**config.mk**
```make
export PLATFORM = sky130hd
export DESIGN_NAME = spi_rx_sync
export DESIGN_NICKNAME = d
export VERILOG_FILES = /design/src/rtl/spi_rx_sync.sv
export SDC_FILE = /design/constraint.sdc
export NUM_CORES = 1
export LEC_CHECK = 0
export ABC_AREA = 1
export CAP_MARGIN = 25
export CORE_ASPECT_RATIO = 0.7
export CORE_UTILIZATION = 30
export DETAILED_ROUTE_END_ITERATION = 10
export PLACE_DENSITY = 0.52
export SLEW_MARGIN = 30
export SYNTH_ARGS = -nofsm -noshare
export SYNTH_HDL_FRONTEND = slang
export SYNTH_SLANG_ARGS = --single-unit
export TNS_END_PERCENT = 20
```
**constraint.sdc**
```tcl
create_clock -name clk -period 2.3 [get_ports clk]
set_input_delay 0.345 -clock clk [delete_from_list [all_inputs] [get_ports clk]]
set_output_delay 0.345 -clock clk [all_outputs]
set_load 0.1 [all_outputs]
```
**src/rtl/spi_rx_sync.sv**
```systemverilog
// rtl/spi_rx_sync.sv - SPI slave receiver with clk-domain synchronisers and a receive buffer
// SPI_RX_FIFO_EN selects a DEPTH-entry FIFO; undefined gives a single holding register.
module spi_rx_sync #(
  parameter int WIDTH       = 8,
  parameter int DEPTH       = 4,
  parameter int CPOL        = 0,
  parameter int CPHA        = 0,
  parameter int MSB_FIRST   = 1,
  parameter int SYNC_STAGES = 2
) (
  input  logic             clk,
  input  logic             rst_n,
  input  logic             sclk,
  input  logic             cs_n,
  input  logic             mosi,
  output logic [WIDTH-1:0] rx_data,
  output logic             rx_valid,
  input  logic             rx_ready,
  output logic             frame_active,
  output logic             overrun,
  output logic             short_frame,
  input  logic             overrun_clr
);

  localparam int              CW          = $clog2(WIDTH);
  localparam logic            IDLE_SCLK   = (CPOL != 0);
  localparam logic            SAMPLE_RISE = ((CPOL != 0) == (CPHA != 0));
  localparam logic [CW-1:0]   LAST_BIT    = CW'(WIDTH - 1);

  logic [SYNC_STAGES-1:0] sclk_sync, cs_sync, mosi_sync;
  logic                   sclk_s, cs_s, mosi_s, sclk_q, cs_q;
  logic                   sample_edge, cs_rise, cs_fall, shift_en, push;
  logic                   full, pop, do_push;
  logic [CW-1:0]          bit_cnt, base_cnt;
  logic [WIDTH-1:0]       shreg, base_sr, next_sr;

  // Idle-level reset values keep the edge detectors quiet after reset.
  always_ff @(posedge clk or negedge rst_n) begin
    if (!rst_n) begin
      sclk_sync <= {SYNC_STAGES{IDLE_SCLK}};
      cs_sync   <= '1;
      mosi_sync <= '0;
      sclk_q    <= IDLE_SCLK;
      cs_q      <= 1'b1;
    end else begin
      sclk_sync <= {sclk_sync[SYNC_STAGES-2:0], sclk};
      cs_sync   <= {cs_sync[SYNC_STAGES-2:0], cs_n};
      mosi_sync <= {mosi_sync[SYNC_STAGES-2:0], mosi};
      sclk_q    <= sclk_s;
      cs_q      <= cs_s;
    end
  end

  assign sclk_s       = sclk_sync[SYNC_STAGES-1];
  assign cs_s         = cs_sync[SYNC_STAGES-1];
  assign mosi_s       = mosi_sync[SYNC_STAGES-1];
  assign frame_active = ~cs_s;

  assign sample_edge = SAMPLE_RISE ? (sclk_s & ~sclk_q) : (~sclk_s & sclk_q);
  assign cs_rise     = cs_s & ~cs_q;
  assign cs_fall     = ~cs_s & cs_q;
  assign shift_en    = sample_edge & ~cs_s;

  // A sample coinciding with the cs_n falling edge starts a fresh word.
  assign base_cnt = cs_fall ? '0 : bit_cnt;
  assign base_sr  = cs_fall ? '0 : shreg;
  assign next_sr  = (MSB_FIRST != 0) ? {base_sr[WIDTH-2:0], mosi_s}
                                     : {mosi_s, base_sr[WIDTH-1:1]};
  assign push     = shift_en & (base_cnt == LAST_BIT);

  always_ff @(posedge clk or negedge rst_n) begin
    if (!rst_n) begin
      bit_cnt     <= '0;
      shreg       <= '0;
      short_frame <= 1'b0;
    end else begin
      short_frame <= cs_rise & (bit_cnt != '0);
      if (shift_en) begin
        shreg   <= push ? '0 : next_sr;
        bit_cnt <= push ? '0 : base_cnt + CW'(1);
      end else if (cs_rise || cs_fall) begin
        shreg   <= '0;
        bit_cnt <= '0;
      end
    end
  end

  assign pop     = rx_valid & rx_ready;
  assign do_push = push & (~full | pop);

`ifdef SPI_RX_FIFO_EN
  localparam int            AW      = (DEPTH > 1) ? $clog2(DEPTH) : 1;
  localparam logic [AW:0]   DEPTH_C = DEPTH[AW:0];

  logic [WIDTH-1:0] mem [DEPTH];
  logic [AW-1:0]    wr_ptr, rd_ptr;
  logic [AW:0]      count;

  always_ff @(posedge clk or negedge rst_n) begin
    if (!rst_n) begin
      for (int i = 0; i < DEPTH; i++) mem[i] <= '0;
      wr_ptr <= '0;
      rd_ptr <= '0;
      count  <= '0;
    end else begin
      if (do_push) begin
        mem[wr_ptr] <= next_sr;
        wr_ptr      <= wr_ptr + 1'b1;
      end
      if (pop) rd_ptr <= rd_ptr + 1'b1;
      case ({do_push, pop})
        2'b10:   count <= count + 1'b1;
        2'b01:   count <= count - 1'b1;
        default: count <= count;
      endcase
    end
  end

  assign full     = (count == DEPTH_C);
  assign rx_valid = (count != '0);
  assign rx_data  = mem[rd_ptr];
`else
  logic [WIDTH-1:0] hold_data;
  logic             hold_valid;

  always_ff @(posedge clk or negedge rst_n) begin
    if (!rst_n) begin
      hold_data  <= '0;
      hold_valid <= 1'b0;
    end else if (do_push) begin
      hold_data  <= next_sr;
      hold_valid <= 1'b1;
    end else if (pop) begin
      hold_valid <= 1'b0;
    end
  end

  assign full     = hold_valid;
  assign rx_valid = hold_valid;
  assign rx_data  = hold_data;
`endif

  // A set event outranks a simultaneous clear.
  always_ff @(posedge clk or negedge rst_n) begin
    if (!rst_n)                      overrun <= 1'b0;
    else if (push & full & ~pop)     overrun <= 1'b1;
    else if (overrun_clr)            overrun <= 1'b0;
  end

endmodule

```
* Word level (Yosys, flattened, before mapping) *
Cells that the tools add are included.

operators by class
  bitwise gates (word level) = 16
  muxes and demuxes = 12
  add/subtract/negate cells = 1
  eq/ne operators = 1
  reductions and logical operators = 5

operators by type and width
  cell                                          count
  two-way mux 7 bit                             4
  two-way mux 3 bit                             4
  bitwise AND 1 bit                             10
  nonzero test 2 bit                            3
  inverter 1 bit                                5
  two-way mux 1 bit                             4
  adder 3 x 1 -> 3 bit (second input constant)  1
  equality test 3 bit (second input constant)   1
  nonzero test 3 bit                            1
  logical OR 1 bit                              1
  OR 1 bit                                      1

word-level totals
  logic and storage cells = 46
  bits in registers = 29
  input bits = 7

* Longest topological paths before layout *
Gate-level depths: netlist of the first run.

  depth in word-level cells = 8
  depth in mapped cells = 10
  gate-level depth less buffers = 8

* Worst setup path before layout of the first run *
OpenSTA, ideal clock, no wires.

  kind = register -> register
  start point = register cs_sync[1]
  end point = register bit_cnt[1]
  path buffers = 2
  setup slack = 98 ps
  stages on the path, launching flop included = 11
  data arrival time = 2,076 ps
  path through = dfstp_2 inv_2 ha_1 buf_2 nor2_1 ha_1 ha_1 buf_2 nor2_4 nand2_1 o21ai_0

on the way
  cells in the longest elaborated chain, start to end = 7

RTL lines
  element                                                       line  source
  from (decl)                                                   30    logic [SYNC_STAGES-1:0] sclk_sync, cs_sync, mosi_sync;
  from (signal assigned)                                        47    cs_sync <= {cs_sync[SYNC_STAGES-2:0], cs_n};
  inverter 1 bit (*)                                            n/a
  net frame_active                                              19    output logic frame_active,
  branches (longest 6 deep; another with adder 3 x 1 -> 3 bit)  n/a
  to (signal assigned)                                          80    bit_cnt <= push ? '0 : base_cnt + CW'(1);
  to (decl)                                                     34    logic [CW-1:0] bit_cnt, base_cnt;

Mark *: on every way through the listed nets, which the timed path passes.
A chain may end at the register's enable or synchronous reset.

* Worst setup path in the final report of the first run *
  start point = register cs_sync[1]
  end point = register hold_data[3] (netlist: rx_data[3])

on the way
  cells in the longest elaborated chain, start to end = 6

RTL lines
  element               line    source
  inverter 1 bit (*)    61, 62
  bitwise AND 1 bit     61      assign cs_fall = ~cs_s & cs_q;
  two-way mux 3 bit     65      assign base_cnt = cs_fall ? '0 : bit_cnt;
  equality test 3 bit   69      assign push = shift_en & (base_cnt == LAST_BIT);
  bitwise AND 1 bit     69
  bitwise AND 1 bit     89      assign do_push = push & (~full | pop);
  to (signal assigned)  131     hold_data <= next_sr;
  to (decl)             123     logic [WIDTH-1:0] hold_data;

Mark *: on every way between the ends. The rest lies on a longest branch, timed or not.

==> reports/metrics.cfg, run 1 <==
[placement]
place_ws_ns=0.169
dpl_cell_area_um2=1420
place_congestion=0.814
numPortBuffers=18
place_inst=187
dpl.hpwl_um=1510

[layout]
layout-drive-gt1-share=0.234
nets=155
layout_common_cells=nand2_1 (29), dfrtp_1 (26), inv_1 (16), buf_4 (15), nor2_1 (10)
final_common_cell=nand2_1
areaGrowthSynthToFinish_pct=25.3
final_cells=195
final_area_um2=1500
num_antenna_cells=0

[floorplanning]
dieHeight_um=54.9
fp.coreArea_um2=3670
dieArea_um2=4250
initial_core_util=0.326
rows=18
die_x_um=77.5
io_pins=19

[worst_hold_path]
hold_start=sclk_sync[0]$_DFF_PN0_
hold_end=sclk_sync[1]$_DFF_PN0_
min_path_type=flop to flop
whs_path_depth=0

[logic_synthesis]
synth_warnings=0
synth_cell_types=20
syn_inst=119
seq_area_frac_synth=0.609
yosys_register_bits=29
synth_nets=130
syn-mean-instance-area_um2=10.1
synth_area_um2=1200

[pwr]
leakagePower_nw=0.764
p_per_area_nw_per_um2=658
power_mw=0.987
max-vdd-ir-drop_v=0.000299

[clock_network]
cts_resized=0
cts_setup_buffers=0
cts_root_buffer=clkbuf_8
clock_latency_ns=0.28
cts_sinks=29
htree_levels=2
hold_buffers=0
clock_path_buffers=2
tritoncts=done
numCtsBuffers=5
clkSlewWorstSetupHoldPaths_ns=0.06

[route]
routed_wl_um=2060
postRouteAntennaNets=0
drtIter0Drc=34
viasPerCell=4.24
drt_pass1_iterations=4
route.vias.total=826
route.detailed.drc=0
routedWlPerCell_um=10.6

[critical_path]
arrival_ns=2.29
crit_path_start_kind=flop
critPathKind=flop to flop
critPathRequiredTime_ns=2.47
r2r_end=rx_data[3]$_DFFE_PN0P_
r2r-start=cs_sync[1]$_DFF_PN1_
r2r_cells=8
crit_path_max_fanout=10
crit_path_end_kind=flop
reg2reg_slack_ns=0.18

[sta]
rsz0062_at_grt=no
timing.final.ws_setup_ns=0.177
report.final.slew_viol_count=0
max-slew-margin-rel=0.769
setup_viol=0
skew_ns=0.00504
fmax_mhz=471
tightest_slew_ns=0.346
post-route-min-period_ns=2.12
period_share=0.923
final-hold-violation-count=0
setup_tns_ns=0

[run]
cap_violations=0

[grt]
grt_usage=0.118
grt_max_degree=30
antenna_found_initial=0
grt_pass1_wl_um=3550
grt.overflow.total=0
grt_pass1_vias=741

[run_status]
status=finished, final reports clean

## sequential cells by signal, summed over array words and instances (netlist names)
register / flops
bit_cnt: 3
cs_q: 1
cs_sync: 2
mosi_sync: 2
overrun: 1
rx_data: 8
rx_valid: 1
sclk_q: 1
sclk_sync: 2
short_frame: 1
shreg: 7
## routing by layer
metal  track usage  wire length (µm)  vias to the layer above
met5             0                 0                        -
met4        0.0660                29                        0
li1              -                 -                      425
met2         0.155               774                       30
met1         0.164              1090                      366
met3        0.0450               171                        5
## worst max path at each step
stage | start | end | slack, ns | cells past startpoint
finish | cs_sync[1]$_DFF_PN1_ | rx_data[3]$_DFFE_PN0P_ | 0.18 | 8
global route | cs_sync[1]$_DFF_PN1_ | rx_data[2]$_DFFE_PN0P_ | 0.03 | 8
CTS | cs_sync[1]$_DFF_PN1_ | rx_data[3]$_DFFE_PN0P_ | 0.17 | 8
detailed placement | cs_sync[1]$_DFF_PN1_ | rx_data[3]$_DFFE_PN0P_ | 0.17 | 8
global placement | cs_sync[1]$_DFF_PN1_ | rx_data[0]$_DFFE_PN0P_ | 0.26 | 8
floorplan | cs_sync[1]$_DFF_PN1_ | bit_cnt[1]$_DFFE_PN0P_ | 0.1 | 10
## synth_stat cells
| library cell | instances | share of area |
|---|---|---|
| o21ai_0 | 7 | 0.029 |
| o22ai_1 | 1 | 0.0052 |
| nand2_4 | 1 | 0.0094 |
| dfstp_2 | 3 | 0.066 |
| dfrtp_1 | 26 | 0.54 |
| o21ai_2 | 1 | 0.0073 |
| nand3_4 | 1 | 0.015 |
| o21ai_1 | 2 | 0.0084 |
| nand4_2 | 1 | 0.010 |
| buf_2 | 3 | 0.013 |
| nor2_4 | 2 | 0.019 |
| nand4_1 | 8 | 0.042 |
| inv_1 | 16 | 0.050 |
| nor2_1 | 10 | 0.031 |
| nor2_2 | 1 | 0.0052 |
| inv_2 | 1 | 0.0031 |
| ha_1 | 4 | 0.042 |
| nand2_1 | 29 | 0.091 |
| a31oi_1 | 1 | 0.0052 |
| nand2_2 | 1 | 0.0052 |
## metrics by stage
stage	util	hold WS (ns)
floorplan	-	0.0494
global placement	0.386	0.333
CTS	0.409	0.349
finish	0.409	0.348
detailed placement	0.386	0.336
global route	0.409	0.350
## report_power, final
part	total [mW]	internal [mW]	switching [mW]
Combinational	0.0690	0.0227	0.0463
Sequential	0.531	0.524	0.00659
Clock	0.387	0.209	0.179
Total	0.987	0.756	0.232
## worst max-delay path, stage by stage (launching register included)
cell and delay, ns:
dfstp_2 0.59, inv_2 0.08, ha_1 0.31, nor2_1 0.19
ha_1 0.17, ha_1 0.25, nand4_2 0.24, nand2_1 0.11
nand2_1 0.06
## cells by family after synthesis
kind of cell | Yosys count | synth area share
compound gates | 12 | 0.0554
fa+ha+maj | 4 | 0.0418
buf+inv | 20 | 0.0658
flops | 29 | 0.609
simple gates | 54 | 0.228
## final cells by class
type                    count  area [µm²]
multi-input cells          70         389
clock buffers               6        72.6
fillers                   364        2170
repair buffers             21         173
well taps                  50        62.6
inverters                  17        63.8
flip-flops and latches     29         729
clock inverters             2        10.0
(Power assumes the default switching activity.)
==> inputs of run 2 (changes only) <==
- CELL_PAD_IN_SITES_DETAIL_PLACEMENT: default -> 1
- CELL_PAD_IN_SITES_GLOBAL_PLACEMENT: default -> 1
- CORE_UTILIZATION: 30 -> 40
- PLACE_DENSITY: 0.52 -> 0.79
==> run 2 against run 1 <==
Effect of this change:
- global-route usage is 7.7 points higher
- core utilization up 12 points
- critical path depth did not move
- first-iteration DRC count grew 38%
- via count is 3.8% higher
- clock power rose by 3%
- worst setup slack gained 0.011 ns
- register-to-register slack barely moved
- critical endpoint is now rx_data[4]$_DFFE_PN0P_
- highest routed layer unchanged
==> reports/metrics.cfg, run 2 (synthesis results as in run 1) <==
[critical_path]
crit_chain=inv_2 -> ha_1 -> nor2_2 -> ha_1 -> ha_1 -> buf_4 -> nand4_1 -> nand2_1
critPathMaxStageDelay_ns=0.59  ; about the same
crit_path_start_kind=flop
critPathMostFrequentCell=ha_1
crit_path_max_fanout=10  ; unchanged
critPathRequiredTime_ns=2.53  ; +0.06 ns
arrival_ns=2.34  ; +0.05 ns
crit_path_end_kind=flop
crit_buf_inv=2  ; +1
critPathKind=flop to flop
cpMaxStageDelayCell=dfstp_2
crit_family=adder cells

[layout]
seqCellArea_um2=729  ; unchanged
final_cells=181  ; -7.2%
multi_input_area_um2=400  ; +2.9%
fillers=332  ; -8.8%
nets=155  ; unchanged
final_common_cell=nand2_1
layout-drive-gt1-share=0.228  ; -0.00690
largest_reg_flops=8  ; unchanged
num_antenna_cells=0  ; unchanged
layout_common_cells=nand2_1 (29), dfrtp_1 (26), inv_1 (16), buf_4 (15), nor2_1 (9)
areaGrowthSynthToFinish_pct=24.6

[clock_network]
clock_latency_ns=0.29  ; about the same
clkSlewWorstSetupHoldPaths_ns=0.06  ; about the same
tritoncts=done
cts_setup_buffers=0  ; unchanged
cts_root_buffer=clkbuf_8
htree_levels=2  ; unchanged
numCtsBuffers=5  ; unchanged
cts_sinks=29  ; unchanged
clock_path_buffers=2  ; unchanged

[sta]
report.final.slew_viol_count=0  ; unchanged
skew_ns=0.00666  ; +0.00161 ns
max-slew-margin-rel=0.757  ; -0.0120
period_share=0.918  ; -0.00457
final-hold-violation-count=0  ; unchanged
setup_viol=0  ; unchanged
post-route-min-period_ns=2.11  ; -0.0105 ns
rsz0062_at_grt=no
setup_tns_ns=0  ; unchanged
tightest_slew_ns=0.364  ; +0.0180 ns
fmax_mhz=473  ; +0.50%

[grt]
grt_pass1_vias=879  ; +19%
grt_usage=0.195  ; +0.0769
grt.overflow.total=0  ; unchanged
antenna_found_initial=0  ; unchanged
grt_pass1_wl_um=4110  ; +16%
grt_max_degree=30  ; unchanged

[pwr]
max-vdd-ir-drop_v=0.000415  ; +38%
leakagePower_nw=0.751  ; -1.7%
p_per_area_nw_per_um2=671  ; +2.0%

[worst_hold_path]
min_path_type=flop to flop

[floorplanning]
die_x_um=67.4  ; -13%
io_pins=19  ; unchanged
dieArea_um2=3220  ; -24%
rows=16  ; -2
dieHeight_um=47.8  ; -13%
fp.coreArea_um2=2820  ; -23%
initial_core_util=0.424  ; +0.0980

[route]
drtIter0Drc=47  ; +38%
routedWlPerCell_um=13.8  ; +31%
viasPerCell=4.73  ; +12%
route.detailed.drc=0  ; unchanged
postRouteAntennaNets=0  ; unchanged
routed_wl_um=2500  ; +21%
route.vias.total=857  ; +3.8%
drt_pass1_iterations=4  ; unchanged

[placement]
numPortBuffers=18  ; unchanged
dpl.hpwl_um=1830  ; +21%
place_congestion=0.732  ; -10%
place_inst=173  ; -7.5%

[run_status]
status=finished, final reports clean

[run]
cap_violations=0  ; unchanged

## run 2: changes by cell type in the layout (fill, tap and decap cells not counted)
cell / before / now
nand4_4: 0 / 1
clkbuf_1: 1 / 3
clkinv_2: 2 / 0
nor2_2: 1 / 2
nand4_2: 1 / 0
nor2_1: 10 / 9
## run 2: final timing paths
| path | depth (start not counted) | to | startpoint | slack [ns] |
|---|---|---|---|---|
| worst max-delay path | 8 | rx_data[4]$_DFFE_PN0P_ | cs_sync[1]$_DFF_PN1_ | 0.19 |
| worst min-delay path | 0 | mosi_sync[1]$_DFF_PN0_ | mosi_sync[0]$_DFF_PN0_ | 0.35 |
| worst max register to register | 8 | rx_data[4]$_DFFE_PN0P_ | cs_sync[1]$_DFF_PN1_ | 0.19 |
| worst min register to register | 0 | mosi_sync[1]$_DFF_PN0_ | mosi_sync[0]$_DFF_PN0_ | 0.35 |
| max in group asynchronous | 2 | cs_sync[0]$_DFF_PN1_ | rst_n | 1.55 |
| min in group asynchronous | 2 | rx_data[2]$_DFFE_PN0P_ | rst_n | 0.43 |
## run 2: area by class of cell
class / count / area share
Tap cell: 36 / 0.0302
Multi-Input combinational cell: 70 / 0.268
Clock buffer: 8 / 0.0537
Sequential cell: 29 / 0.489
Timing Repair Buffer: 21 / 0.116
Inverter: 17 / 0.0428
## run 2: power by group
part	leakage [nW]	switching, mW	internal, mW	total (mW)
combinational	0.330	0.0499	0.0230	0.0729
clock	0.0395	0.183	0.214	0.397
sequential	0.382	0.00672	0.524	0.531
## run 2: repair_timing
item                                    4_1_cts  5_1_grt
endpoints found under the setup margin        0        8
hold buffers                                  0        0
gates resized for setup                       0        2
## run 2: through the flow
stage               cell area (µm²)  utilization  setup WS [ns]  power (mW)  hold WS [ns]
floorplan                      1200            -         0.0975       0.579        0.0494
global placement               1400        0.496          0.256       0.610         0.332
detailed placement             1400        0.496         0.0842       0.613         0.336
CTS                            1480        0.524         0.0823        1.01         0.348
global route                   1490        0.528         0.0199        1.04         0.365
finish                         1490        0.528          0.188        1.00         0.346
## run 2: worst register-to-register path, cell delays in order (launching register included)
cell	delay (ns)
dfstp_2	0.59
inv_2	0.09
ha_1	0.33
nor2_2	0.18
ha_1	0.16
ha_1	0.28
buf_4	0.21
nand4_1	0.12
nand2_1	0.09
## run 2: per-layer routing
| metal | GRT usage | vias to the layer above | part of all wire |
|---|---|---|---|
| li1 | - | 425 | - |
| met1 | 0.241 | 402 | 0.48 |
| met2 | 0.300 | 22 | 0.45 |
| met3 | 0.0643 | 8 | 0.048 |
| met4 | 0.128 | 0 | 0.025 |
| met5 | 0 | - | 0 |
